--- src/rtl/keypad_entry.sv ---
// keypad_entry: debounces the numeric keypad, buffers up to MAX_DIGITS BCD digits
// and streams them MSD-first into the timer's input_signal/load port on enter.
module keypad_entry #(
  parameter int DEBOUNCE_CYCLES = 4,
  parameter int MAX_DIGITS      = 3
) (
  input  logic                    clk,
  input  logic                    clear,
  input  logic [9:0]              keypad,
  input  logic                    enter,
  input  logic                    cancel,
  output logic [3:0]              input_signal,
  output logic                    load,
  output logic [4*MAX_DIGITS-1:0] entry,
  output logic [2:0]              count,
  output logic                    busy
);

  // state | meaning
  // IDLE  | collecting digits, waiting for an enter edge
  // SEND  | strobing buffered digits to the timer, two cycles per digit
  typedef enum logic {IDLE, SEND} state_t;
  typedef enum logic {RELEASED, HELD} db_phase_t;

  localparam int CW = $clog2(DEBOUNCE_CYCLES + 1);
  localparam int EW = 4 * MAX_DIGITS;

  state_t          state_q, state_d;
  db_phase_t       phase_q, phase_d;
  logic [CW-1:0]   db_cnt_q, db_cnt_d;
  logic [9:0]      key_prev_q, key_prev_d;
  logic            enter_prev_q, enter_prev_d;
  logic            cancel_prev_q, cancel_prev_d;
  logic [EW-1:0]   entry_q, entry_d;
  logic [2:0]      count_q, count_d;
  logic [1:0]      idx_q, idx_d;
  logic            gap_q, gap_d;
  logic            load_q, load_d;
  logic [3:0]      digit_q, digit_d;

  logic            key_onehot;
  logic [3:0]      key_digit;
  logic [CW-1:0]   cnt_inc;
  logic            accept;
  logic            enter_rise;
  logic            cancel_rise;
  logic [EW-1:0]   entry_app;

  always_ff @(posedge clk) begin
    if (clear) begin
      state_q       <= IDLE;
      phase_q       <= RELEASED;
      db_cnt_q      <= '0;
      key_prev_q    <= '0;
      enter_prev_q  <= 1'b0;
      cancel_prev_q <= 1'b0;
      entry_q       <= '0;
      count_q       <= '0;
      idx_q         <= '0;
      gap_q         <= 1'b0;
      load_q        <= 1'b0;
      digit_q       <= '0;
    end else begin
      state_q       <= state_d;
      phase_q       <= phase_d;
      db_cnt_q      <= db_cnt_d;
      key_prev_q    <= key_prev_d;
      enter_prev_q  <= enter_prev_d;
      cancel_prev_q <= cancel_prev_d;
      entry_q       <= entry_d;
      count_q       <= count_d;
      idx_q         <= idx_d;
      gap_q         <= gap_d;
      load_q        <= load_d;
      digit_q       <= digit_d;
    end
  end

  always_comb begin
    key_onehot = (keypad != '0) && ((keypad & (keypad - 10'd1)) == '0);
    key_digit  = '0;
    for (int i = 0; i < 10; i++) begin
      if (keypad[i]) key_digit = 4'(i);
    end
  end

  always_comb begin
    state_d       = state_q;
    phase_d       = phase_q;
    db_cnt_d      = db_cnt_q;
    key_prev_d    = keypad;
    enter_prev_d  = enter;
    cancel_prev_d = cancel;
    entry_d       = entry_q;
    count_d       = count_q;
    idx_d         = idx_q;
    gap_d         = gap_q;
    load_d        = 1'b0;
    digit_d       = digit_q;
    accept        = 1'b0;
    cnt_inc       = db_cnt_q + CW'(1);
    enter_rise    = enter & ~enter_prev_q;
    cancel_rise   = cancel & ~cancel_prev_q;
    entry_app     = (entry_q << 4) | EW'(key_digit);

    // Counter holds the length of the current run of identical valid samples.
    if (phase_q == RELEASED) begin
      if (!key_onehot) begin
        db_cnt_d = '0;
      end else if (keypad == key_prev_q && db_cnt_q != '0) begin
        db_cnt_d = cnt_inc;
      end else begin
        db_cnt_d = CW'(1);
      end
      if (db_cnt_d == CW'(DEBOUNCE_CYCLES)) begin
        accept   = 1'b1;
        phase_d  = HELD;
        db_cnt_d = '0;
      end
    end else begin
      if (keypad != '0) begin
        db_cnt_d = '0;
      end else if (cnt_inc == CW'(DEBOUNCE_CYCLES)) begin
        phase_d  = RELEASED;
        db_cnt_d = '0;
      end else begin
        db_cnt_d = cnt_inc;
      end
    end

    case (state_q)
      IDLE: begin
        if (cancel_rise) begin
          entry_d = '0;
          count_d = '0;
        end else begin
          if (accept && count_q < 3'(MAX_DIGITS)) begin
            entry_d = entry_app;
            count_d = count_q + 3'd1;
          end
          // A digit accepted on the enter edge is already part of this transfer.
          if (enter_rise && count_d != '0) begin
            state_d = SEND;
            idx_d   = 2'(MAX_DIGITS - 1);
            gap_d   = 1'b0;
            load_d  = 1'b1;
            digit_d = entry_d[4*(MAX_DIGITS-1) +: 4];
          end
        end
      end
      SEND: begin
        if (cancel_rise || (gap_q && idx_q == '0)) begin
          state_d = IDLE;
          entry_d = '0;
          count_d = '0;
          digit_d = '0;
          gap_d   = 1'b0;
          idx_d   = '0;
        end else if (!gap_q) begin
          gap_d = 1'b1;
        end else begin
          idx_d   = idx_q - 2'd1;
          gap_d   = 1'b0;
          load_d  = 1'b1;
          digit_d = entry_q[4*idx_d +: 4];
        end
      end
      default: state_d = IDLE;
    endcase
  end

  assign input_signal = digit_q;
  assign load         = load_q;
  assign entry        = entry_q;
  assign count        = count_q;
  assign busy         = (state_q == SEND);

endmodule

--- config.mk ---
export PLATFORM = sky130hd
export DESIGN_NAME = keypad_entry
export DESIGN_NICKNAME = d
export VERILOG_FILES = /design/src/rtl/keypad_entry.sv
export SDC_FILE = /design/constraint.sdc
export NUM_CORES = 1
export LEC_CHECK = 0
export BUFFER_PORTS_ARGS = -buffer_cell sky130_fd_sc_hd__buf_2
export CORE_AREA = 2 2 70 72
export DETAILED_ROUTE_END_ITERATION = 8
export DIE_AREA = 0 0 72 74
export HOLD_SLACK_MARGIN = 0.12
export PLACE_DENSITY_LB_ADDON = 0.05
export SETUP_SLACK_MARGIN = 0.4
export SLEW_MARGIN = 15
export SYNTH_ARGS = -nofsm -noshare
export SYNTH_HDL_FRONTEND = slang
export SYNTH_SLANG_ARGS = --single-unit
export TNS_END_PERCENT = 50
--- constraint.sdc ---
create_clock -name clk -period 8.7 [get_ports clk]
set_clock_uncertainty 0.2 [all_clocks]
set_input_delay 0.435 -clock clk [delete_from_list [all_inputs] [get_ports clk]]
set_output_delay 0.435 -clock clk [all_outputs]
set_load 0.005 [all_outputs]
[Yosys cells after proc, flatten, opt, wreduce, memory -nomap -nowiden]
Index checks and enable logic that the tools add are counted.
Cells by class
  $add $sub $neg: 4
  magnitude comparators: 1
  eq/ne operators: 8
  shifts and indexed selects: 1
  mux-type cells: 53
  bitwise operators: 7
  reduce and logical (&&, ||, !) cells: 14
Operators by type and width (count)
  2-to-1 mux 4 bit: 12
  2-to-1 mux 12 bit: 3
  2-to-1 mux 3 bit: 12
  case mux 12 bit (2 select lines): 1
  2-to-1 mux 1 bit: 15
  bitwise OR 12 x 4 -> 12 bit: 1
  indexed part select 12 x 5 -> 4 bit: 1
  bitwise AND 10 bit: 1
  == test 10 bit: 1
  logical NOT 10 bit: 1
  nonzero test 10 bit: 1
  subtractor 10 x 1 -> 10 bit, second input constant: 1
  2-to-1 mux 2 bit: 4
  case mux 4 bit (2 select lines): 1
  adder 3 x 1 -> 3 bit, second input constant: 2
  == test 3 bit, second input constant: 2
  case mux 1 bit (2 select lines): 3
  case mux 3 bit (2 select lines): 1
  nonzero test 3 bit: 2
  logical AND 1 bit: 5
  inequality test 2 bit, second input constant: 2
  case mux 2 bit (2 select lines): 1
  AND reduction 2 bit: 2
  less-than comparator 3 x 2 -> 1 bit, second input constant: 1
  other kinds (9): 12
Word-level totals
  register bits after elaboration: 40
  output and inout port bits: 21
  word-level logic and storage cells: 101

[Logic depth before layout (Yosys ltp)]
Gate-level depths: netlist (run 1).
  word-level depth: 18
  depth in mapped cells: 10
  mapped depth without buffers: 9

[Least setup slack after synthesis (run 1)]
No wires, ideal clock.
  path kind: input port to flip-flop
  start: in keypad[6]
  end: reg digit_q[0] (netlist: input_signal[0])
  arrival: 2840 ps
  setup slack: 5541 ps
  stages on the path: 8
  path buffers: 1
  cell sequence: clkbuf_1 -> or4_1 -> nor4_1 -> o311ai_1 -> or4_4 -> mux2i_4 -> a22o_4 -> o221a_1
On the way
  longest elaborated chain between the ends: 17
  elaborated cells between the ends (all ways): 25
  those cells by class: add/sub: 1; eq/ne: 3; mux: 12; bitwise: 1; reduce/logical: 8
RTL lines
  from (decl): line 9  | input logic [9:0] keypad,
  subtractor 10 x 1 -> 10 bit: line 80  | key_onehot = (keypad != '0) && ((keypad & (keypad - 10'd1)) == '0);
  bitwise AND 10 bit: line 80
  logical NOT 10 bit: line 80
  logical AND 1 bit: line 80
  2-to-1 mux 3 bit (*): line 108  | if (!key_onehot) begin
  2-to-1 mux 3 bit (*): line 107  | if (phase_q == RELEASED) begin
  == test 3 bit (*): line 115  | if (db_cnt_d == CW'(DEBOUNCE_CYCLES)) begin
  2-to-1 mux 1 bit (*): line 115
  2-to-1 mux 1 bit (*): line 107
  logical AND 1 bit (*): line 137  | if (accept && count_q < 3'(MAX_DIGITS)) begin
  2-to-1 mux 3 bit: line 137
  2-to-1 mux 3 bit: line 133  | if (cancel_rise) begin
  2-to-1 mux 3 bit: line 131  | case (state_q)
  nonzero test 3 bit: line 142  | if (enter_rise && count_d != '0) begin
  logical AND 1 bit: line 142
  inequality test 2 bit (no line)
  AND reduction 3 bit (no line)
  to (signal assigned): line 75  | digit_q <= digit_d;
  to (decl): line 39  | logic [3:0] digit_q, digit_d;
Every way passes the cells marked *; elsewhere a longest branch is shown, timed or not. The select of a mux whose other input is x is not followed.
A chain may end at the register's enable or synchronous reset.

[Final worst setup path (run 1)]
  start: reg db_cnt_q[0]
  end: reg digit_q[3] (netlist: input_signal[3])
On the way
  longest elaborated chain between the ends: 16
  elaborated cells between the ends (all ways): 21
  those cells by class: add/sub: 1; eq/ne: 2; mux: 12; reduce/logical: 6
RTL lines
  from (decl): line 30  | logic [CW-1:0] db_cnt_q, db_cnt_d;
  from (signal assigned): line 66  | db_cnt_q <= db_cnt_d;
  branches (longest 2 deep; another with adder 3 x 1 -> 3 bit)
  2-to-1 mux 3 bit (*): line 110  | end else if (keypad == key_prev_q && db_cnt_q != '0) begin
  2-to-1 mux 3 bit (*): line 108
  2-to-1 mux 3 bit (*): line 107
  == test 3 bit (*): line 115
  2-to-1 mux 1 bit (*): line 115
  2-to-1 mux 1 bit (*): line 107
  logical AND 1 bit (*): line 137
  2-to-1 mux 3 bit: line 137
  2-to-1 mux 3 bit: line 133
  2-to-1 mux 3 bit: line 131
  nonzero test 3 bit: line 142
  logical AND 1 bit: line 142
  inequality test 2 bit (no line)
  AND reduction 3 bit (no line)
Every way passes the cells marked *. The select of a mux whose other input is x is not followed.

==> impl_metrics.json, run 1 <==
{
  "outcome": "complete, no violations",
  "dieArea_um2": 5330,
  "use_met2": 0.247,
  "finalCriticalPeriod_ns": 3.10,
  "antenna_found_initial": 0,
  "drtPass1Iterations": 4,
  "fmax_ghz": 0.323,
  "dp_cells": 292,
  "cts_num_sinks": 40,
  "synth_flop_cell": "dfxtp_1",
  "power_mw": 0.333,
  "clock_path_buffers": 2,
  "yosys_warnings": 0,
  "drive_gt1_frac": 0.215,
  "arrival_ns": 3.09,
  "ir_drop_v": 0.0000821,
  "worst_slew_pin_slew_ns": 0.554,
  "grt_pass1_vias": 1509,
  "hold_viol": 0,
  "grt_max_degree": 23,
  "drc": 0,
  "overflow": 0,
  "slew_viol_final": 0,
  "initial_utilization": 0.439,
  "grt-busiest-layer": "met1",
  "gp_congestion": 0.817,
  "fin_util": 0.499,
  "slowest_delay_ns": 0.60,
  "synth-seq-area-share": 0.397,
  "cp.required_ns": 8.69,
  "postCtsSetupRepairBufs": 0,
  "postPlaceCellArea_um2": 2210,
  "row_count": 25,
  "fill_cells": 458,
  "tns_ns": 0,
  "drt_iter0_markers": 95,
  "cts.clk_slew.worst_paths_ns": 0.08,
  "p_leak_nw": 0.992,
  "ioPinCount": 35,
  "ant_nets": 0,
  "synthArstFlopShare": 0,
  "finalCritPeriodShare": 0.356,
  "cts-root-buf": "clkbuf_8",
  "area_growth_pct": 13.6,
  "via_count": 1621,
  "r2r_cells": 8,
  "setup_viol": 0,
  "cp_slowest_cell": "or4_4",
  "hpwl_um": 3250,
  "met1_usage": 0.265,
  "stdcell_area_um2": 2290,
  "instances_no_fill": 300,
  "syn_area_um2": 2020,
  "fp.dieH_um": 74,
  "final_nets": 264,
  "ys_types": 49,
  "start_kind": "flip-flop",
  "relSlewSlack": 0.627,
  "synth_top_area_share": 0.397,
  "rsz0062_at_grt": "no",
  "synth_common_cells": "dfxtp_1, a21oi_1, nor2b_1",
  "core_area_um2": 4600,
  "whs_path_depth": 2,
  "yosysMostFrequentCell": "dfxtp_1",
  "use_met3": 0.0407,
  "max_cap_violations": 0,
  "portBuffers": 34,
  "critPathCaptureType": "flip-flop",
  "p_per_area_nw_per_um2": 145,
  "syn_nets": 235,
  "hold_buffers": 0,
  "grt_pass1_wl_um": 7250,
  "synth_enable_flop_cells": 0,
  "crit_chain": "inv_1 > ha_1 > a2111oi_0 > nand3_1 > or4_4 > mux2i_4 > a22o_4 > o221a_1",
  "viasPerCell": 5.40,
  "hp-class": "primary input to flip-flop",
  "htree_levels": 2,
  "critPathKind": "flip-flop to flip-flop",
  "cts_tree": "built",
  "cts_made_buffers": 5,
  "cts_resized": 0,
  "ys_seq_elements": 40,
  "insertion_delay_ns": 0.29,
  "path_max_fanout": 6,
  "avgRoutedWirePerCell_um": 14.2,
  "synth_top_area_cell": "dfxtp_1",
  "postSynthCellCount": 216,
  "cp_num_cells": 8,
  "critPathTopFamily": "compound AO/OA/AOI/OAI gates",
  "syn_area_per_cell_um2": 9.35,
  "synth_top_cells_by_area": "dfxtp_1, xor2_1, a22o_1, nor2b_1, a21oi_1",
  "grt.total_usage": 0.175,
  "routed_wl_um": 4260,
  "die_w_um": 72,
  "diodes": 0,
  "path_buf_inv": 1
}
[per-stage QoR]
stage	hold WS (ns)	setup slack, ns
floorplan	0.240	5.54
global placement	0.253	5.31
detailed placement	0.256	5.31
CTS	0.159	5.58
global route	0.180	5.42
finish	0.164	5.60
[worst paths after layout]
check                    end   startpoint  slack, ns
max          input_signal[3]  db_cnt_q[0]       5.60
min             enter_prev_q        enter       0.16
max reg2reg  input_signal[3]  db_cnt_q[0]       5.60
min reg2reg         idx_q[1]     idx_q[1]       0.27
[kinds of logic after synthesis]
kind of cell,Yosys count,share of synthesized area
AND/OR/NAND/NOR,68,0.195
AO/OA/AOI/OAI,57,0.219
flip-flops,40,0.397
buffers and inverters,24,0.0471
XOR/XNOR,11,0.0477
multiplexers,10,0.0582
adder cells (fa/ha/maj),6,0.0359
[routing by layer]
metal	part of all wire	vias up
met1	0.54	732
li1	-	860
met3	0.036	6
met5	0	-
met4	0.0089	0
met2	0.42	23
[power breakdown]
group	leakage [nW]	internal, mW	switching (mW)	total (mW)
clock	0.0479	0.0559	0.0659	0.122
sequential	0.325	0.186	0.00112	0.187
combinational	0.619	0.00885	0.0152	0.0240
total	0.992	0.251	0.0822	0.333
[placed cells by master, fill, tap and decap left out, drive strengths merged, types with 2 or more instances in the layout]
cell type / netlist / final
nand4: 3 / 3
o221a: 4 / 4
a31oi: 2 / 2
a221oi: 3 / 3
inv: 12 / 12
dfxtp: 40 / 40
clkinv: 0 / 3
and3: 3 / 3
nand2: 8 / 8
ha: 5 / 5
o21ai: 6 / 6
xor2: 11 / 11
a2111oi: 3 / 3
mux2: 4 / 4
nor2: 10 / 10
clkbuf: 7 / 5
nor3: 7 / 7
and2: 2 / 2
buf: 5 / 34
or3: 2 / 2
o2bb2ai: 2 / 2
nor4: 7 / 7
nand2b: 2 / 2
a22o: 11 / 11
nor2b: 13 / 13
mux2i: 6 / 6
o22ai: 4 / 4
a21oi: 13 / 13
or4: 3 / 3
nand3: 6 / 6
[flip-flops by register name, indices dropped and copies added (netlist names)]
signal	flops
busy	1
cancel_prev_q	1
count	3
db_cnt_q	3
enter_prev_q	1
entry	12
gap_q	1
idx_q	2
input_signal	4
key_prev_q	10
load	1
phase_q	1
[cell type report]
type,count,area (µm²),area share
Multi-Input combinational cell,152,1120,0.490
Sequential cell,40,801,0.349
Timing Repair Buffer,34,170,0.0742
Clock buffer,5,68.8,0.0300
Tap cell,54,67.6,0.0294
Inverter,12,45.0,0.0196
Clock inverter,3,18.8,0.00818
[worst register-to-register path, stage by stage (launching register included)]
cell and delay, ns:
dfxtp_1 0.40, inv_1 0.07, ha_1 0.20, a2111oi_0 0.44, nand3_1 0.35, or4_4 0.60
mux2i_4 0.23, a22o_4 0.28, o221a_1 0.25
Power figures use the tool's default switching activity.
==> run 2: changes to the inputs <==
- clock period: 8.7 -> 3.1 ns (I/O delays scaled with it)
==> impl_metrics.json, run 2 (synthesized netlist as in run 1, its figures left out) <==
{
  "outcome": "complete, no violations",
  "via_count": 1822,
  "worst_slew_pin_slew_ns": 0.535,
  "p_leak_nw": 1.17,
  "diodes": 0,
  "reg2reg_slack_ns": 0.44,
  "rsz0062_at_grt": "yes",
  "cp.required_ns": 3.09,
  "cts-root-buf": "clkbuf_8",
  "fp.dieH_um": 74,
  "setup_viol": 0,
  "postPlaceCellArea_um2": 2300,
  "final_cell_mix": "dfxtp_1, buf_2, dlygate4sd3_1",
  "overflow": 0,
  "portBuffers": 34,
  "clock_path_buffers": 2,
  "grt.total_usage": 0.196,
  "hold_viol": 0,
  "ant_nets": 0,
  "cts_num_sinks": 40,
  "instances_no_fill": 331,
  "viasPerCell": 5.50,
  "critPathKind": "primary input to flip-flop",
  "max_cap_violations": 0,
  "r2r-start": "db_cnt_q[1]",
  "start_kind": "primary input",
  "routed_wl_um": 4910,
  "gp_congestion": 0.746,
  "fin_util": 0.595,
  "hp-class": "primary input to flip-flop",
  "stdcell_area_um2": 2730,
  "area_growth_pct": 35.4,
  "largest_reg_flops": 12,
  "arrival_ns": 2.65,
  "initial_utilization": 0.439,
  "htree_levels": 2,
  "final_common_cell": "dfxtp_1",
  "drive_gt1_frac": 0.282,
  "hold_end": "entry[1]",
  "drc": 0,
  "cts_made_buffers": 5,
  "grt_pass1_vias": 1645,
  "dieArea_um2": 5330,
  "die_w_um": 72,
  "drt_iter0_markers": 94,
  "finalCriticalPeriod_ns": 2.66,
  "ioPinCount": 35,
  "cts_tree": "built",
  "r2r_cells": 8,
  "row_count": 25,
  "rr_endpoint": "input_signal[0]",
  "path_max_fanout": 6,
  "tns_ns": 0,
  "p_per_area_nw_per_um2": 385,
  "hpwl_um": 3470,
  "critPathCaptureType": "flip-flop",
  "grt_pass1_wl_um": 8080,
  "relSlewSlack": 0.643,
  "finalCritPeriodShare": 0.859,
  "insertion_delay_ns": 0.29,
  "antenna_found_initial": 0,
  "slew_viol_final": 0,
  "core_area_um2": 4600,
  "whs_path_depth": 3,
  "grt_max_degree": 23,
  "final_nets": 295,
  "ir_drop_v": 0.000326,
  "avgRoutedWirePerCell_um": 14.8,
  "fmax_ghz": 0.375,
  "drtPass1Iterations": 4,
  "worstHoldStart": "keypad[7]",
  "cts.clk_slew.worst_paths_ns": 0.08,
  "dp_cells": 298
}
[run 2: cell count changes in the layout (fill, tap and decap cells not counted), sizes merged]
cell and delta:
clkbuf +1, dlygate4sd3 +24, bufinv +1, clkinv -2, buf +7
[run 2: where the power goes]
part / total, mW / internal [mW] / leakage (nW) / switching [mW]
logic: 0.104 / 0.0483 / 0.789 / 0.0561
registers: 0.525 / 0.522 / 0.326 / 0.00316
clock network: 0.422 / 0.239 / 0.0552 / 0.183
[run 2: per-stage QoR]
step / worst slack [ns] / hold WS (ns) / power [mW]
finish: 0.437 / 0.135 / 1.05
global route: 0.321 / 0.162 / 1.09
CTS: 0.409 / 0.126 / 1.06
detailed placement: 0.143 / 0.183 / 0.614
global placement: 0.171 / 0.177 / 0.613
floorplan: 0.290 / 0.0266 / 0.590
[run 2: worst max-delay path by stage]
stage               cells after the start              end         from  slack, ns
finish                                  8  input_signal[0]    keypad[1]       0.44
floorplan                               8  input_signal[0]    keypad[3]       0.29
detailed placement                      8  input_signal[2]    keypad[1]       0.14
global route                            8  input_signal[0]  db_cnt_q[0]       0.32
CTS                                     8  input_signal[3]  db_cnt_q[1]       0.41
global placement                        8  input_signal[3]    keypad[1]       0.17
[run 2: layout make-up]
class	count	area [µm²]
clock inverter	2	35.0
timing repair buffer	65	467
fill	421	1860
inverter	12	45.0
tap	54	67.6
clock buffer	6	72.6
sequential	40	803
multi-input combinational	152	1240
[run 2: routing by layer]
| metal | share of wire | track usage | up-vias |
|---|---|---|---|
| met5 | 0 | 0 | - |
| met4 | 0.0083 | 0.0650 | 0 |
| met3 | 0.048 | 0.0352 | 4 |
| met2 | 0.44 | 0.287 | 49 |
| met1 | 0.51 | 0.292 | 847 |
| li1 | - | - | 922 |
[run 2: worst max-delay path: stages]
cell and delay (ns):
buf_2 0.13, or4_4 0.60, a2111oi_4 0.34, nor3_2 0.11, or4_4 0.56, mux2i_4 0.22, a22o_4 0.27, o221a_1 0.25
[run 2: what timing repair did]
| item | 4_1_cts | 5_1_grt |
|---|---|---|
| gates resized for setup | 4 | 14 |
| gates cloned | 0 | 0 |
| pin swaps | 0 | 8 |
| endpoints found under the setup margin | 18 | 18 |
| hold buffers | 24 | 0 |
| setup buffers | 0 | 1 |
| hold endpoints to repair | 16 | 0 |
